`src/rtl/torpedo_hit_detector_if.sv`:
```
// Signal bundle between the sprite/video side and the torpedo hit detector.
// Flow control: there is no valid/ready back-pressure on this bus. pixel_valid
// qualifies each pixel sample, vsync marks a frame edge (one cycle per frame),
// and t_kill/ast_hit are single-cycle pulses that the receivers must take in
// the cycle they appear. fsm_state mirrors the detector's FSM for observation.
interface torpedo_hit_detector_if #(
  parameter int N_TORP       = 4,
  parameter int N_AST        = 8,
  parameter int SCORE_DIGITS = 4
);
  logic                      vsync;
  logic                      pixel_valid;
  logic [N_TORP-1:0]         t_fire;
  logic [N_TORP-1:0]         torpedo_draw;
  logic [N_AST-1:0]          asteroid_draw;
  logic                      clear_score;
  logic [N_TORP-1:0]         t_kill;
  logic [N_AST-1:0]          ast_hit;
  logic [4*SCORE_DIGITS-1:0] score;
  logic                      overrun;
  logic [1:0]                fsm_state;

  modport master (
    output vsync, pixel_valid, t_fire, torpedo_draw, asteroid_draw, clear_score,
    input  t_kill, ast_hit, score, overrun, fsm_state
  );

  modport slave (
    input  vsync, pixel_valid, t_fire, torpedo_draw, asteroid_draw, clear_score,
    output t_kill, ast_hit, score, overrun, fsm_state
  );
endinterface

```
`src/rtl/torpedo_hit_detector.sv`:
```
// Frame-based torpedo/asteroid collision responder. Overlaps are accumulated
// over a frame; each vsync snapshots the qualified hits, reports them as
// one-cycle pulses, then walks the asteroids adding one BCD point per hit.
module torpedo_hit_detector #(
  parameter int N_TORP       = 4,
  parameter int N_AST        = 8,
  parameter int MIN_OVERLAP  = 2,
  parameter int SCORE_DIGITS = 4
) (
  input  logic                  clk,
  input  logic                  resetN,
  torpedo_hit_detector_if.slave bus
);

  localparam int SW    = 4 * SCORE_DIGITS;
  localparam int IDX_W = (N_AST > 1) ? $clog2(N_AST) : 1;
  localparam logic [3:0]       OVL_MAX   = 4'(MIN_OVERLAP);
  localparam logic [IDX_W-1:0] IDX_LAST  = IDX_W'(N_AST - 1);
  localparam logic [SW-1:0]    ALL_NINES = {SCORE_DIGITS{4'h9}};

  typedef enum logic [1:0] {
    ACCUM  = 2'd0,
    REPORT = 2'd1,
    SCORE  = 2'd2
  } state_e;

  state_e                          state_q, state_d;
  logic [IDX_W-1:0]                idx_q, idx_d;
  logic                            inc;
  logic [N_TORP-1:0][N_AST-1:0]    pair_q;
  logic [N_TORP-1:0][3:0]          ovl_q;
  logic [N_TORP-1:0]               snap_t_q;
  logic [N_AST-1:0]                snap_a_q;
  logic [SW-1:0]                   score_q;
  logic                            overrun_q;

  logic [N_TORP-1:0][N_AST-1:0]    hit;
  logic [N_TORP-1:0]               torp_hit;
  logic [N_TORP-1:0]               qual;
  logic [N_AST-1:0]                snap_a_d;

  // Add one to a BCD value; carry ripples through every digit in one cycle.
  function automatic logic [SW-1:0] bcd_inc(input logic [SW-1:0] v);
    logic [SW-1:0] r;
    logic          carry;
    r     = v;
    carry = 1'b1;
    for (int k = 0; k < SCORE_DIGITS; k++) begin
      if (carry) begin
        if (v[4*k +: 4] == 4'd9) begin
          r[4*k +: 4] = 4'd0;
        end else begin
          r[4*k +: 4] = v[4*k +: 4] + 4'd1;
          carry       = 1'b0;
        end
      end
    end
    return r;
  endfunction

  // Per-pixel hit matrix, torpedo qualification and asteroid snapshot value.
  always_comb begin
    hit      = '0;
    torp_hit = '0;
    qual     = '0;
    snap_a_d = '0;
    for (int i = 0; i < N_TORP; i++) begin
      for (int j = 0; j < N_AST; j++) begin
        hit[i][j] = bus.pixel_valid & bus.t_fire[i] & bus.torpedo_draw[i] &
                    bus.asteroid_draw[j];
      end
      torp_hit[i] = |hit[i];
      qual[i]     = (ovl_q[i] == OVL_MAX);
      for (int j = 0; j < N_AST; j++) begin
        snap_a_d[j] = snap_a_d[j] | (pair_q[i][j] & qual[i]);
      end
    end
  end

  // Frame accumulation and snapshot; the vsync cycle's own pixel is dropped.
  always_ff @(posedge clk or negedge resetN) begin
    if (!resetN) begin
      pair_q   <= '0;
      ovl_q    <= '0;
      snap_t_q <= '0;
      snap_a_q <= '0;
    end else if (bus.vsync) begin
      pair_q   <= '0;
      ovl_q    <= '0;
      snap_t_q <= qual;
      snap_a_q <= snap_a_d;
    end else begin
      pair_q <= pair_q | hit;
      for (int i = 0; i < N_TORP; i++) begin
        if (torp_hit[i] && (ovl_q[i] != OVL_MAX)) begin
          ovl_q[i] <= ovl_q[i] + 4'd1;
        end
      end
    end
  end

  // FSM state and scan index registers.
  always_ff @(posedge clk or negedge resetN) begin
    if (!resetN) begin
      state_q <= ACCUM;
      idx_q   <= '0;
    end else begin
      state_q <= state_d;
      idx_q   <= idx_d;
    end
  end

  // Next state: report for one cycle, then scan asteroids; vsync always restarts.
  always_comb begin
    state_d = state_q;
    idx_d   = idx_q;
    inc     = 1'b0;
    case (state_q)
      ACCUM: begin
      end
      REPORT: begin
        state_d = SCORE;
        idx_d   = '0;
      end
      SCORE: begin
        inc = snap_a_q[idx_q];
        if (idx_q == IDX_LAST) begin
          state_d = ACCUM;
        end else begin
          idx_d = idx_q + IDX_W'(1);
        end
      end
      default: state_d = ACCUM;
    endcase
    // A new frame edge abandons whatever scoring is left of the old snapshot.
    if (bus.vsync) begin
      state_d = REPORT;
      idx_d   = '0;
      inc     = 1'b0;
    end
  end

  // Score counter (saturating BCD) and sticky overrun flag.
  always_ff @(posedge clk or negedge resetN) begin
    if (!resetN) begin
      score_q   <= '0;
      overrun_q <= 1'b0;
    end else if (bus.clear_score) begin
      score_q   <= '0;
      overrun_q <= 1'b0;
    end else begin
      if (inc && (score_q != ALL_NINES)) begin
        score_q <= bcd_inc(score_q);
      end
      if (bus.vsync && (state_q != ACCUM)) begin
        overrun_q <= 1'b1;
      end
    end
  end

  assign bus.t_kill    = (state_q == REPORT) ? snap_t_q : '0;
  assign bus.ast_hit   = (state_q == REPORT) ? snap_a_q : '0;
  assign bus.score     = score_q;
  assign bus.overrun   = overrun_q;
  assign bus.fsm_state = state_q;

endmodule

```
`src/flat_wrapper.sv`:
```
// flat-port wrapper written by rule: the top's interface ports become plain ports
module torpedo_hit_detector_flat 
#(
  parameter int N_TORP       = 4,
  parameter int N_AST        = 8,
  parameter int MIN_OVERLAP  = 2,
  parameter int SCORE_DIGITS = 4
)
  (clk, resetN, bus_vsync, bus_pixel_valid, bus_t_fire, bus_torpedo_draw, bus_asteroid_draw, bus_clear_score, bus_t_kill, bus_ast_hit, bus_score, bus_overrun, bus_fsm_state);
  torpedo_hit_detector_if #(.N_TORP(N_TORP), .N_AST(N_AST), .SCORE_DIGITS(SCORE_DIGITS)) bus_i ();
  input  logic clk;
  input  logic resetN;
  input wire logic [$bits(bus_i.vsync)-1:0] bus_vsync;
  input wire logic [$bits(bus_i.pixel_valid)-1:0] bus_pixel_valid;
  input wire logic [$bits(bus_i.t_fire)-1:0] bus_t_fire;
  input wire logic [$bits(bus_i.torpedo_draw)-1:0] bus_torpedo_draw;
  input wire logic [$bits(bus_i.asteroid_draw)-1:0] bus_asteroid_draw;
  input wire logic [$bits(bus_i.clear_score)-1:0] bus_clear_score;
  output wire logic [$bits(bus_i.t_kill)-1:0] bus_t_kill;
  output wire logic [$bits(bus_i.ast_hit)-1:0] bus_ast_hit;
  output wire logic [$bits(bus_i.score)-1:0] bus_score;
  output wire logic [$bits(bus_i.overrun)-1:0] bus_overrun;
  output wire logic [$bits(bus_i.fsm_state)-1:0] bus_fsm_state;
  assign bus_i.vsync = bus_vsync;
  assign bus_i.pixel_valid = bus_pixel_valid;
  assign bus_i.t_fire = bus_t_fire;
  assign bus_i.torpedo_draw = bus_torpedo_draw;
  assign bus_i.asteroid_draw = bus_asteroid_draw;
  assign bus_i.clear_score = bus_clear_score;
  assign bus_t_kill = bus_i.t_kill;
  assign bus_ast_hit = bus_i.ast_hit;
  assign bus_score = bus_i.score;
  assign bus_overrun = bus_i.overrun;
  assign bus_fsm_state = bus_i.fsm_state;
  torpedo_hit_detector #(.N_TORP(N_TORP), .N_AST(N_AST), .MIN_OVERLAP(MIN_OVERLAP), .SCORE_DIGITS(SCORE_DIGITS)) u_core (.clk(clk), .resetN(resetN), .bus(bus_i));
endmodule
```
`config.mk`:
```
export PLATFORM = sky130hd
export DESIGN_NAME = torpedo_hit_detector_flat
export DESIGN_NICKNAME = d
export VERILOG_FILES = /design/src/rtl/torpedo_hit_detector_if.sv /design/src/rtl/torpedo_hit_detector.sv /design/src/flat_wrapper.sv
export SDC_FILE = /design/constraint.sdc
export NUM_CORES = 1
export LEC_CHECK = 0
export CORE_ASPECT_RATIO = 1.2
export CORE_MARGIN = 2
export CORE_UTILIZATION = 55
export CTS_CLUSTER_DIAMETER = 40
export DETAILED_ROUTE_END_ITERATION = 8
export PLACE_DENSITY = 0.8
export SETUP_SLACK_MARGIN = 0.1
export SLEW_MARGIN = 20
export SYNTH_ARGS = -nofsm -noshare
export SYNTH_HDL_FRONTEND = slang
export SYNTH_SLANG_ARGS = --single-unit
```
`constraint.sdc`:
```
create_clock -name clk -period 2.3 [get_ports clk]
set_input_delay 0.23 -clock clk [delete_from_list [all_inputs] [get_ports clk]]
set_output_delay 0.23 -clock clk [all_outputs]
set_load 0.01 [all_outputs]
```
==> results_dict.tcl <==
set metrics [dict create \
    vias 3342 \
    clock_skew_ps 10.9 \
    clk_pin_slew_ps 90 \
    leakagePower_uw 0.00219 \
    power_frac_seq 0.549 \
    worst_pin_slew_ps 767 \
    fin_crit_ps 2150 \
    cp_slowest_cell "dfrtp_2" \
    clk_latency_ps 350 \
    vias_per_cell 5.92 \
    rsz0062_at_grt "true" \
    globalplace.congestion 0.781 \
    yosys-top-cells-area "dfrtp_1, nor2_1, a21oi_1" \
    drt_iter0_drc 286 \
    async_reset_ff_frac 1.00 \
    seq_area_um2 2060 \
    port-buffer-count 51 \
    yosysWarnings 0 \
    worstPathMaxFanout 6 \
    die_height_um 97.8 \
    numCtsBuffers 9 \
    maxCapViolations 0 \
    netlist_area_um2 4030 \
    fin_util 0.687 \
    max_slew_margin 0.484 \
    period_share 0.933 \
    outcome "finished, final reports clean" \
    cpPeakStageDelay_ps 450 \
    switching_share 0.275 \
    drtAntennaViolNets 0 \
    synth_edf_count 0 \
    yosys.area.top_type "dfrtp_1" \
    multi_input_area_um2 1860 \
    whs_ps 403 \
    wl_per_cell_um 16.6 \
    fin_nets 509 \
    synth_ff_type "dfrtp_1" \
    p_per_area_nw_per_um2 560 \
    cp-start-kind "flip-flop" \
    cts-root-buf "clkbuf_8" \
    ys_types 40 \
    path_buf_inv 0 \
    total_power_uw 2770 \
    syn-num-nets 447 \
    drc 0 \
    required_ps 2560 \
    cts_tree "built" \
    design_area_um2 4940 \
    worstSetupEndpointType "flip-flop" \
    die-area_um2 8030 \
    synthTopCellsByCount "dfrtp_1, nor2_1, a21oi_1" \
    p_int_uw 2010 \
    tns_ps 0 \
    grt_start_max_net_pins 75 \
    clkPwrFrac 0.346 \
    antennaDiodeCount 0 \
    hpwl_um 6170 \
    setup_viol 0 \
    synth_top_area_share 0.509 \
    die_w_um 82.2 \
    first_global_vias 3174 \
    area_growth_pct 22.6 \
    finalMaxSlewViolations 0 \
    comb_power_share 0.105 \
    worstPathCellList "ha_1 > and3b_2 > nor4_4 > nand4_1 > or3_1 > a21oi_2" \
    syn_avg_cell_area_um2 9.88 \
    htreeDepth 3 \
    drive_gt1_frac 0.116 \
    coreArea_um2 7190 \
    rows 34 \
    ir_drop_mv 0.383 \
    grt_pass1_wl_um 15300 \
    postSynthCellCount 408 \
    clock.fmax_mhz 466 \
    path_class "flip-flop to flip-flop" \
    final_hold_viol_count 0 \
    ys_ff_latch 82 \
    cp.arrival_ps 2410 \
    fillers 558 \
    ys_seq_area_frac 0.509 \
    post_dp_cell_area_um2 4660 \
    critPathTopFamily "simple AND/OR/NAND/NOR gates" \
    antenna_found_initial 0 \
    cts_buffer_depth 2 \
    hold_path.class "primary input to asynchronous set/reset pin" \
    switching_power_uw 762 \
    dr.pass1.iters 4 \
    grt-ovfl-total 0 \
    cts.sinks 82 \
    wl_um 9370 \
    synth.most_common_cell "dfrtp_1" \
    ioPinCount 52 \
    initial_utilization 0.561 \
    grt_usage 0.246 \
]
-- path summary, 6_finish.rpt --
path / startpoint / end / slack (ps) / cells after the start
setup / recovery: u_core.bus.score[12] / u_core.bus.score[14] / 150 / 6
hold / removal: resetN / u_core.bus.score[10] / 400 / 2
setup reg to reg: u_core.bus.score[12] / u_core.bus.score[14] / 150 / 6
hold reg to reg: u_core.pair_q[11] / u_core.pair_q[11] / 500 / 2
max in group asynchronous: resetN / u_core.idx_q[1] / 1260 / 3
min in group clk: u_core.pair_q[11] / u_core.pair_q[11] / 500 / 2
-- per-layer routing --
layer / vias to the layer above / part of all wire / routed length, µm / GRT usage
met5: - / 0 / 0 / 0
met4: 0 / 0.0090 / 84 / 0.0615
met3: 12 / 0.048 / 447 / 0.0508
met2: 112 / 0.51 / 4780 / 0.407
met1: 1640 / 0.43 / 4050 / 0.331
li1: 1578 / - / - / -
-- placed cells by master, fill, tap and decap left out, types with 3 or more instances in the layout --
| cell | count |
|---|---|
| nand2_1 | 7 |
| ha_1 | 18 |
| inv_1 | 15 |
| a22oi_1 | 18 |
| nand4_1 | 6 |
| nand3b_1 | 3 |
| a21oi_1 | 48 |
| clkbuf_8 | 9 |
| xor2_1 | 9 |
| dfrtp_1 | 78 |
| xnor2_1 | 4 |
| o21ai_0 | 12 |
| clkdlybuf4s50_1 | 49 |
| mux2_2 | 4 |
| a31oi_1 | 11 |
| and3b_1 | 3 |
| nor2_1 | 68 |
| buf_4 | 19 |
| mux2i_1 | 6 |
| or4_1 | 4 |
| dfrtp_2 | 4 |
| nand3_1 | 9 |
| nor3b_1 | 4 |
| a211oi_1 | 8 |
| and3_1 | 18 |
| or3_1 | 8 |
-- sequential cells by signal (all words and copies together), names as in the netlist --
name and count:
u_core.ovl_q 16, u_core.bus.overrun 1, u_core.bus.fsm_state 2, u_core.snap_t_q 4, u_core.bus.score 16, u_core.idx_q 3
u_core.pair_q 32, u_core.snap_a_q 8
-- cells by family (layout without fill, tap and decap cells) --
logic type / count (synthesis) / after routing / synth area share
flops: 82 / 82 / 0.509
buf+inv: 36 / 103 / 0.0385
compound gates: 103 / 103 / 0.156
fa+ha+maj: 18 / 18 / 0.0559
mux: 10 / 10 / 0.0261
simple gates: 146 / 146 / 0.187
xor+xnor: 13 / 13 / 0.0282
-- power groups by stage --
stage	clock (µW)	sequential [µW]	combinational, µW
finish	957	1520	291
global placement	0	1550	279
detailed placement	0	1550	287
global route	1040	1530	323
CTS	981	1520	289
floorplan	0	1540	140
-- what timing repair did --
action	4_1_cts	5_1_grt
resized for setup	1	11
hold buffers	1	0
setup buffers	0	7
endpoints found under the setup margin	1	12
pin swaps	0	6
endpoints found under the hold margin	41	0
-- metrics by stage --
step | cells | setup slack, ps
2_1_floorplan | 408 | 296
3_3_place_gp | 541 | -43.0
3_5_place_dp | 541 | -25.3
4_1_cts | 558 | 116
5_1_grt | 565 | 78.9
6_report | 565 | 154
-- final cells by class --
cell class | count | share of cell area
tap | 90 | 0.0228
timing repair buffer | 72 | 0.137
sequential | 82 | 0.416
multi-input combinational | 290 | 0.377
inverter | 15 | 0.0114
clock buffer | 9 | 0.0251
clock inverter | 7 | 0.0104
(Power assumes the default switching activity.)
